**src/rtl/player_turn_ctrl_pkg.sv**
```systemverilog
// Shared game types and constants for the player turn controller.
// The helper function maps a card rank to its hard blackjack points.
package player_turn_ctrl_pkg;

    typedef enum logic [1:0] {
        NONE  = 2'd0,
        HIT   = 2'd1,
        STAND = 2'd2
    } gameCommand;

    typedef enum logic [2:0] {
        IDLE     = 3'd0,
        DEAL     = 3'd1,
        ARM      = 3'd2,
        WAIT_CMD = 3'd3,
        DRAW     = 3'd4,
        DONE     = 3'd5
    } turn_state_t;

    localparam int BLACKJACK_LIMIT = 21;
    localparam int ACE_BONUS       = 10;

    // Aces count 1 here; the soft +10 is applied from the ace flag.
    // Face cards and out-of-range ranks are worth 10.
    function automatic logic [4:0] card_points(input logic [3:0] rank);
        if (rank == 4'd0 || rank >= 4'd11) begin
            return 5'd10;
        end
        return {1'b0, rank};
    endfunction

endpackage

```
**src/rtl/player_turn_ctrl_hand.sv**
```systemverilog
// Hand accumulator: hard sum, ace flag and card count with clear/add.
// Outputs describe the hand including any card being added this cycle.
module hand_accumulator
    import player_turn_ctrl_pkg::*;
(
    input  logic       clk,
    input  logic       reset_n,
    input  logic       i_clear,
    input  logic       i_add,
    input  logic [3:0] i_rank,
    output logic [4:0] o_total,
    output logic [3:0] o_count,
    output logic       o_bust,
    output logic       o_blackjack
);

    logic [4:0] r_hard;
    logic       r_ace;
    logic [3:0] r_count;

    logic [4:0] w_hard_next;
    logic       w_ace_next;
    logic [3:0] w_count_next;
    logic [5:0] w_soft;

    always_comb begin
        w_hard_next  = r_hard;
        w_ace_next   = r_ace;
        w_count_next = r_count;
        if (i_clear) begin
            w_hard_next  = 5'd0;
            w_ace_next   = 1'b0;
            w_count_next = 4'd0;
        end else if (i_add) begin
            w_hard_next  = r_hard + card_points(i_rank);
            w_ace_next   = r_ace | (i_rank == 4'd1);
            w_count_next = (r_count == 4'd15) ? 4'd15 : r_count + 4'd1;
        end
    end

    always_ff @(posedge clk or negedge reset_n) begin
        if (!reset_n) begin
            r_hard  <= 5'd0;
            r_ace   <= 1'b0;
            r_count <= 4'd0;
        end else begin
            r_hard  <= w_hard_next;
            r_ace   <= w_ace_next;
            r_count <= w_count_next;
        end
    end

    // Soft value is computed one bit wider so a large hard sum cannot wrap.
    assign w_soft      = {1'b0, w_hard_next} + 6'(ACE_BONUS);
    assign o_total     = (w_ace_next && w_soft <= 6'(BLACKJACK_LIMIT)) ? w_soft[4:0] : w_hard_next;
    assign o_count     = w_count_next;
    assign o_bust      = w_hard_next > 5'(BLACKJACK_LIMIT);
    assign o_blackjack = (o_total == 5'(BLACKJACK_LIMIT)) && (w_count_next == 4'd2);

endmodule

```
**src/rtl/player_turn_ctrl.sv**
```systemverilog
// Player turn controller: deals opening cards, turns distinct button presses
// into HIT/STAND actions and ends the turn on stand, bust or 21.
module player_turn_ctrl
    import player_turn_ctrl_pkg::*;
#(
    parameter int unsigned INITIAL_CARDS = 2
) (
    input  logic       clk,
    input  logic       reset_n,
    input  logic       start_turn,
    input  logic       ready,
    input  gameCommand command,
    output logic       turn_indicator,
    output logic       card_req,
    input  logic       card_ack,
    input  logic [3:0] card_value,
    output logic [4:0] hand_total,
    output logic [3:0] card_count,
    output logic       bust,
    output logic       blackjack,
    output logic       turn_done
);

    localparam logic [2:0] LP_INIT_CARDS = 3'(INITIAL_CARDS);

    turn_state_t r_state;
    turn_state_t w_state_next;
    logic [2:0]  r_deal_cnt;
    logic [2:0]  w_deal_cnt_next;
    logic        r_card_req;
    logic        w_req_next;
    logic        r_turn_indicator;
    logic        r_turn_done;
    logic [4:0]  r_hand_total;
    logic [3:0]  r_card_count;
    logic        r_bust;
    logic        r_blackjack;

    logic        w_clear;
    logic        w_add;
    logic [4:0]  w_total;
    logic [3:0]  w_count;
    logic        w_bust;
    logic        w_blackjack;
    logic        w_turn_over;

    hand_accumulator u_hand (
        .clk         (clk),
        .reset_n     (reset_n),
        .i_clear     (w_clear),
        .i_add       (w_add),
        .i_rank      (card_value),
        .o_total     (w_total),
        .o_count     (w_count),
        .o_bust      (w_bust),
        .o_blackjack (w_blackjack)
    );

    // Valid in the ack cycle: reflects the hand after the incoming card.
    assign w_turn_over = w_bust || (w_total == 5'(BLACKJACK_LIMIT));

    always_comb begin
        w_state_next    = r_state;
        w_deal_cnt_next = r_deal_cnt;
        w_req_next      = 1'b0;
        w_clear         = 1'b0;
        w_add           = 1'b0;
        case (r_state)
            IDLE: begin
                if (start_turn) begin
                    w_clear         = 1'b1;
                    w_deal_cnt_next = 3'd0;
                    w_req_next      = 1'b1;
                    w_state_next    = DEAL;
                end
            end
            DEAL: begin
                if (!r_card_req) begin
                    w_req_next = 1'b1;
                end else if (card_ack) begin
                    w_add           = 1'b1;
                    w_deal_cnt_next = r_deal_cnt + 3'd1;
                    if (w_turn_over) begin
                        w_state_next = DONE;
                    end else if (r_deal_cnt + 3'd1 == LP_INIT_CARDS) begin
                        w_state_next = ARM;
                    end
                end else begin
                    w_req_next = 1'b1;
                end
            end
            ARM: begin
                if (!ready) begin
                    w_state_next = WAIT_CMD;
                end
            end
            WAIT_CMD: begin
                if (ready) begin
                    if (command == HIT) begin
                        w_req_next   = 1'b1;
                        w_state_next = DRAW;
                    end else if (command == STAND) begin
                        w_state_next = DONE;
                    end
                end
            end
            DRAW: begin
                if (r_card_req && card_ack) begin
                    w_add        = 1'b1;
                    w_state_next = w_turn_over ? DONE : ARM;
                end else begin
                    w_req_next = 1'b1;
                end
            end
            DONE: begin
                w_state_next = IDLE;
            end
            default: begin
                w_state_next = IDLE;
            end
        endcase
    end

    always_ff @(posedge clk or negedge reset_n) begin
        if (!reset_n) begin
            r_state          <= IDLE;
            r_deal_cnt       <= 3'd0;
            r_card_req       <= 1'b0;
            r_turn_indicator <= 1'b0;
            r_turn_done      <= 1'b0;
            r_hand_total     <= 5'd0;
            r_card_count     <= 4'd0;
            r_bust           <= 1'b0;
            r_blackjack      <= 1'b0;
        end else begin
            r_state          <= w_state_next;
            r_deal_cnt       <= w_deal_cnt_next;
            r_card_req       <= w_req_next;
            r_turn_indicator <= (w_state_next == ARM) || (w_state_next == WAIT_CMD);
            r_turn_done      <= (w_state_next == DONE);
            r_hand_total     <= w_total;
            r_card_count     <= w_count;
            r_bust           <= w_bust;
            r_blackjack      <= w_blackjack;
        end
    end

    assign turn_indicator = r_turn_indicator;
    assign card_req       = r_card_req;
    assign turn_done      = r_turn_done;
    assign hand_total     = r_hand_total;
    assign card_count     = r_card_count;
    assign bust           = r_bust;
    assign blackjack      = r_blackjack;

endmodule

```
**config.mk**
```make
export PLATFORM = sky130hd
export DESIGN_NAME = player_turn_ctrl
export DESIGN_NICKNAME = d
export VERILOG_FILES = /design/src/rtl/player_turn_ctrl_pkg.sv /design/src/rtl/player_turn_ctrl_hand.sv /design/src/rtl/player_turn_ctrl.sv
export SDC_FILE = /design/constraint.sdc
export NUM_CORES = 1
export LEC_CHECK = 0
export CAP_MARGIN = 20
export CORE_ASPECT_RATIO = 0.8
export CORE_MARGIN = 2
export CORE_UTILIZATION = 59
export CTS_CLUSTER_DIAMETER = 150
export DETAILED_ROUTE_END_ITERATION = 7
export HOLD_SLACK_MARGIN = 0.02
export PLACE_DENSITY = 0.95
export REMOVE_ABC_BUFFERS = 1
export SKIP_CTS_REPAIR_TIMING = 1
export SLEW_MARGIN = 5
export SYNTH_ARGS = -nofsm -noshare
export SYNTH_HDL_FRONTEND = slang
export SYNTH_HIERARCHICAL = 1
export SYNTH_SLANG_ARGS = --single-unit
```
**constraint.sdc**
```tcl
create_clock -name clk -period 9.05 [get_ports clk]
set_clock_uncertainty 0.15 [all_clocks]
set_input_delay 0.905 -clock clk [delete_from_list [all_inputs] [get_ports clk]]
set_output_delay 0.905 -clock clk [all_outputs]
set_load 0.01 [all_outputs]
```
### After elaboration in Yosys (flattened, before gate mapping)

Cells that the tools add are included.

| cells by class | value |
|---|---|
| add/subtract/negate cells | 4 |
| order comparisons | 3 |
| eq/ne operators | 17 |
| multiplexer cells | 43 |
| bitwise gates (word level) | 1 |
| reduce and logical (&&, ||, !) cells | 10 |

Operators with widths:

| operator | count |
|---|---|
| two-way mux 3 bit | 14 |
| two-way mux 5 bit | 7 |
| equality test 3 x 2 -> 1 bit, second input constant | 5 |
| two-way mux 1 bit | 15 |
| one-hot mux 3 bit (5 select lines) | 1 |
| two-way mux 4 bit | 3 |
| adder 5 x 4 -> 6 bit, second input constant | 1 |
| equality test 3 bit, second input constant | 2 |
| less-or-equal comparator 6 x 5 -> 1 bit, second input constant | 1 |
| != test 2 bit, second input constant | 3 |
| one-hot mux 3 bit (2 select lines) | 1 |
| adder 5 bit | 1 |
| equality test 5 bit, second input constant | 1 |
| greater-than comparator 5 bit, second input constant | 1 |
| adder 4 x 1 -> 4 bit, second input constant | 1 |
| equality test 4 x 1 -> 1 bit, second input constant | 1 |
| equality test 4 x 2 -> 1 bit, second input constant | 1 |
| equality test 4 bit, second input constant | 1 |
| >= comparator 4 bit, second input constant | 1 |
| zero test 4 bit | 1 |
| one-hot mux 1 bit (4 select lines) | 1 |
| AND reduction 4 bit | 1 |
| adder 3 x 1 -> 3 bit, second input constant | 1 |
| equality test 3 x 1 -> 1 bit, second input constant | 1 |
| 8 further kinds | 12 |

| word-level totals | value |
|---|---|
| register bits | 26 |
| bits of input ports | 11 |
| output and inout port bits | 14 |
| word-level logic and storage cells | 89 |

### Logic depth before layout (Yosys ltp)

| depth | value |
|---|---|
| depth in word-level cells | 23 |
| gate-level depth with buffers | 19 |
| depth with buffers taken out | 19 |

### Hierarchy

The synthesis kept the hierarchy.

Modules (own cells, without submodules):

| module | times used | cells each | area each (sq um) | seq. area each (sq um) |
|---|---|---|---|---|
| hand_accumulator | 1 | 115 | 1003.5 | 250.2 |
| player_turn_ctrl | 1 | 67 | 844.6 | 500.5 |

### Worst setup path before layout

Ideal clock, no wire load.

| timing path | value |
|---|---|
| path type | input -> register |
| start point | input card_value[1] |
| end point | register r_turn_done, in the netlist turn_done |
| setup time | 0.119 ns |
| arrival | 4.982 ns |
| data required time | 8.781 ns |
| path slack | 3.799 ns |
| stages | 16 |
| buffers on the path | 0 |
| cell sequence | or2_2 > a21boi_0 > ha_1 > inv_1 > fa_1 > a211oi_1 > inv_1 > ha_1 > o211a_1 > and3b_1 > or3_1 > xnor2_1 > nor3b_1 > a311o_1 > a311o_1 > and2_1 |

| between the ends | value |
|---|---|
| longest elaborated chain between the ends | 22 |
| elaborated cells on any way between the ends | 30 |
| those cells by class | add/sub (2); order compare (3); eq/ne (3); mux (17); bitwise (1); reduce/logical (4) |

Ends and longest elaborated chain:

| what | line | RTL |
|---|---|---|
| start: declaration | player_turn_ctrl.sv:16 | `input logic [3:0] card_value,` |
| >= comparator 4 bit or zero test 4 bit (tied branches) | player_turn_ctrl_pkg.sv:26 | `if (rank == 4'd0 \|\| rank >= 4'd11) begin` |
| logical OR 1 bit | player_turn_ctrl_pkg.sv:26 |  |
| two-way mux 1 bit | player_turn_ctrl_pkg.sv:26 |  |
| two-way mux 1 bit | player_turn_ctrl_hand.sv:34 | `end else if (i_add) begin` |
| two-way mux 1 bit | player_turn_ctrl_hand.sv:30 | `if (i_clear) begin` |
| two-way mux 5 bit (*) | player_turn_ctrl_pkg.sv:29 | `return {1'b0, rank};` |
| two-way mux 5 bit (*) | player_turn_ctrl_hand.sv:34 |  |
| two-way mux 5 bit (*) | player_turn_ctrl_hand.sv:30 |  |
| [... 3 more ...] | -- |  |
| net u_hand.w_hard_next[1] | player_turn_ctrl_hand.sv:21 | `logic [4:0] w_hard_next;` |
| [... 4 more ...] | -- |  |
| net w_total[1] | player_turn_ctrl.sv:41 | `logic [4:0] w_total;` |
| equality test 5 bit (*) | player_turn_ctrl.sv:60 | `assign w_turn_over = w_bust \|\| (w_total == 5'(BLACKJACK_LIMIT));` |
| logical OR 1 bit (*) | player_turn_ctrl.sv:60 |  |
| two-way mux 3 bit | player_turn_ctrl.sv:83 | `if (w_turn_over) begin` |
| two-way mux 3 bit | player_turn_ctrl.sv:80 | `end else if (card_ack) begin` |
| two-way mux 3 bit | player_turn_ctrl.sv:78 | `if (!r_card_req) begin` |
| one-hot mux 3 bit (5 select lines) (*) | player_turn_ctrl.sv:68 | `case (r_state)` |
| net w_state_next[0] | player_turn_ctrl.sv:27 | `turn_state_t w_state_next;` |
| equality test 3 bit (*) | player_turn_ctrl.sv:140 | `r_turn_done <= (w_state_next == DONE);` |
| end signal: assignment | player_turn_ctrl.sv:140 |  |
| end: declaration | player_turn_ctrl.sv:33 | `logic r_turn_done;` |

The timed path passes the listed nets; every way through them passes the cells marked *. The select of a mux whose other input is x is not followed.
A chain may end at the register's enable or synchronous reset.

### Worst setup path after layout

| timing path | value |
|---|---|
| start point | input card_value[2] |
| end point | register r_turn_done, in the netlist turn_done |

| between the ends | value |
|---|---|
| longest elaborated chain between the ends | 22 |
| elaborated cells on any way between the ends | 30 |
| those cells by class | add/sub (2); order compare (3); eq/ne (3); mux (17); bitwise (1); reduce/logical (4) |

Ends and longest elaborated chain:

| what | line |
|---|---|
| >= comparator 4 bit or zero test 4 bit (tied branches) | player_turn_ctrl_pkg.sv:26 |
| logical OR 1 bit (*) | player_turn_ctrl_pkg.sv:26 |
| two-way mux 1 bit (*) | player_turn_ctrl_pkg.sv:26 |
| two-way mux 1 bit (*) | player_turn_ctrl_hand.sv:34 |
| two-way mux 1 bit (*) | player_turn_ctrl_hand.sv:30 |
| two-way mux 5 bit (*) | player_turn_ctrl_pkg.sv:29 |
| two-way mux 5 bit (*) | player_turn_ctrl_hand.sv:34 |
| two-way mux 5 bit (*) | player_turn_ctrl_hand.sv:30 |
| [... 3 more ...] | -- |
| net u_hand.w_hard_next[1] | player_turn_ctrl_hand.sv:21 |
| [... 4 more ...] | -- |
| net w_total[1] | player_turn_ctrl.sv:41 |
| equality test 5 bit (*) | player_turn_ctrl.sv:60 |
| logical OR 1 bit (*) | player_turn_ctrl.sv:60 |
| two-way mux 3 bit | player_turn_ctrl.sv:83 |
| two-way mux 3 bit | player_turn_ctrl.sv:80 |
| two-way mux 3 bit | player_turn_ctrl.sv:78 |
| one-hot mux 3 bit (5 select lines) (*) | player_turn_ctrl.sv:68 |
| net w_state_next[0] | player_turn_ctrl.sv:27 |
| equality test 3 bit (*) | player_turn_ctrl.sv:140 |

Marked as above.

==> out/qor.csv <==
stage,metric,value,unit
status,status,"finished, final reports clean",
timing,fin. max-slew vios,0,
worst_setup_path,Crit Path Max Fanout,7,
global_route,largest net degree at the start of global routing,31,
min_path,Worst Hold Class,flop to flop,
timing,setup tns final,0,ns
synth,number of synthesized flops with an enable pin,0,
drt,DR vias,1549,
clocking,Clock Pin Slew Worst Setup and Hold Paths,0.06,ns
synth,synthesized area,0.00185,mm^2
timing,Worst-Margin Slew,0.846,ns
floorplanning,DIE HEIGHT,54.1,um
timing,Slew headroom,0.433,
pwr,worst vdd ir,0.000194,V
drt,DRC viols,0,
synth,Seq cells post-synth,30,
global_route,total gr overflow,0,
synth,ys async rst share,1.00,
timing,"Min Clock Period, post-route",6.02,ns
synth,cell with the most instances after synthesis,dfrtp_1,
timing,Fmax,0.166,GHz
floorplanning,Initial Util,0.608,
global_route,initial antenna violation count,0,
global_route,global-route wire length before repair,6840,um
floorplanning,die area,0.00360,mm^2
synth,top_reg_cell synth,dfrtp_1,
synth,synth cell count leaders,"30 x dfrtp_1, 12 x inv_1, 10 x nor2_1",
worst_setup_path,critical path class,input port to flop,
global_route,number of global-route vias before repair,1520,
finish,area growth from synthesis to layout,19.4,%
synth,Yosys top cell area share,0.406,
clocking,Worst-Skew Late Latency,0.28,ns
clocking,CTS Buffer Depth,2,
floorplanning,I/O pin total,25,
synth,Synthesis Warnings,6,
timing,"Hold Vio Cnt, Final",0,
clocking,root buf cell,clkbuf_8,
timing,Final period util,0.665,
placed_design,detailed-placement wirelength estimate,3140,um
drt,Total Wirelength,4310,um
placed_design,placed cells,242,
clocking,total CTS buffers,5,
synth,synth top area cells,"dfrtp_1 41%, ha_1 6.1%, a21o_1 2.8%, inv_1 2.4%, a21oi_1 2.2%",
global_route,GRT Total Usage,0.263,
pwr,static leakage,0.983,nW
finish,share of layout cells above drive strength 1,0.0962,
pwr,total chip power,699,uW
finish,ant diodes,0,
worst_setup_path,r2r setup slk,4.02,ns
clocking,H-tree levels,2,
floorplanning,core area,0.00304,mm^2
finish,Fillers,218,
synth,Yosys top cell by area,dfrtp_1,
timing,# setup viols final,0,
drt,initial drt markers,78,
floorplanning,# rows,18,
worst_setup_path,Crit path arrival time,6.04,ns
job,Max Cap Viol,0,
floorplanning,chip width,66.6,um
placed_design,Placer Congestion,0.928,
drt,wire per inst,17.4,um
worst_setup_path,CP endpoint kind,flop,
finish,Post-Layout Cell Count,248,
placed_design,Worst Setup Slack post-DPL,2.86,ns
finish,Nets,230,
drt,post-route ant nets,0,
drt,DR pass1 iterations,4,
worst_setup_path,worst path required time,9.07,ns
drt,via/cell ratio,6.25,
clocking,CTS tree,done,
timing,final worst-path setup slack,3.03,ns
synth,syn_area_per_cell,10.2,um^2
synth,Post-Syn Instances,182,
pwr,Pwr Density,317,mW/mm^2
synth,Netlist cell types,57,
placed_design,Port Buf Inserts,24,
synth,sequential share of the synthesized area,0.406,
clocking,Sink Count,30,
finish,final core utilization,0.726,
timing,RSZ-0062 raised after global routing,false,
worst_setup_path,CP Launch Type,input port,
## worst max-delay path: stages
cell and delay (ns):
clkdlybuf4s50_1 0.44, or2_2 0.33, a21boi_0 0.19, ha_1 0.19, inv_1 0.06, fa_1 0.46, a211oi_1 0.75, inv_1 0.22
ha_1 0.41, o211a_1 0.26, and3b_1 0.19, or3_1 0.41, xnor2_1 0.24, nor3b_1 0.09, a311o_1 0.41, a311o_1 0.34
and2_1 0.14
## layout make-up
type	count	area (um^2)	share of cell area
inverter	12	45.0	0.0204
clock buffer	6	82.6	0.0374
timing repair buffer	26	255	0.116
multi-input combinational	134	1020	0.464
tap	40	50.0	0.0227
sequential	30	751	0.340
## per-stage QoR
step / hold WS [ns] / cell area, um^2
floorplan: 0.331 / 1810
global placement: 0.353 / 2120
detailed placement: 0.363 / 2120
CTS: 0.403 / 2210
global route: 0.422 / 2210
finish: 0.395 / 2210
## final timing paths
check                                             end  cells after the start                       from
max                               turn_done$_DFF_PN0_                     17              card_value[2]
min                         r_deal_cnt[0]$_DFFE_PN0P_                      1  r_deal_cnt[0]$_DFFE_PN0P_
max reg2reg                       turn_done$_DFF_PN0_                     15       r_state[0]$_DFF_PN0_
min reg2reg                 r_deal_cnt[0]$_DFFE_PN0P_                      1  r_deal_cnt[0]$_DFFE_PN0P_
max in group asynchronous        r_state[1]$_DFF_PN0_                      2                    reset_n
min in group asynchronous  u_hand/r_hard[4]$_DFF_PN0_                      2                    reset_n
## placed cells by master, fill, tap and decap left out, types with 5 or more instances in the layout
master / Yosys / final
nor3b_1: 5 / 5
ha_1: 9 / 9
a21o_1: 7 / 7
clkbuf_8: 0 / 6
a21oi_1: 8 / 8
nor2_1: 10 / 10
nand2_1: 8 / 8
dfrtp_1: 30 / 30
o21ai_0: 5 / 5
inv_1: 12 / 12
clkdlybuf4s50_1: 0 / 24
## state kept, by name, indices dropped and copies added (netlist names)
| register | cells |
|---|---|
| u_hand/r_ace | 1 |
| turn_done | 1 |
| bust | 1 |
| turn_indicator | 1 |
| r_deal_cnt | 3 |
| blackjack | 1 |
| hand_total | 5 |
| u_hand/r_hard | 5 |
| r_state | 3 |
| card_req | 1 |
| card_count | 4 |
| u_hand/r_count | 4 |
## routing by layer
| metal | vias to the layer above | share of wire | GRT usage |
|---|---|---|---|
| met4 | 0 | 0.032 | 0.116 |
| met5 | - | 0 | 0 |
| met1 | 748 | 0.41 | 0.306 |
| met3 | 17 | 0.061 | 0.0711 |
| met2 | 59 | 0.50 | 0.463 |
| li1 | 725 | - | - |
## power by group
group / internal, mW / leakage [nW] / total, mW / switching, mW
Combinational: 0.165 / 0.551 / 0.367 / 0.202
Clock: 0.0584 / 0.0431 / 0.104 / 0.0455
Sequential: 0.186 / 0.388 / 0.228 / 0.0418
Total: 0.410 / 0.983 / 0.699 / 0.289
## logic make-up (layout without fill, tap and decap cells)
group	after synthesis	count (layout)	share of synthesized area
compound gates	53	53	0.219
xor+xnor	5	5	0.0237
fa+ha+maj	10	10	0.0718
buf+inv	18	44	0.0426
flops	30	30	0.406
mux	4	4	0.0217
simple gates	62	62	0.215
Note: power is estimated with default switching activity, not from simulation.
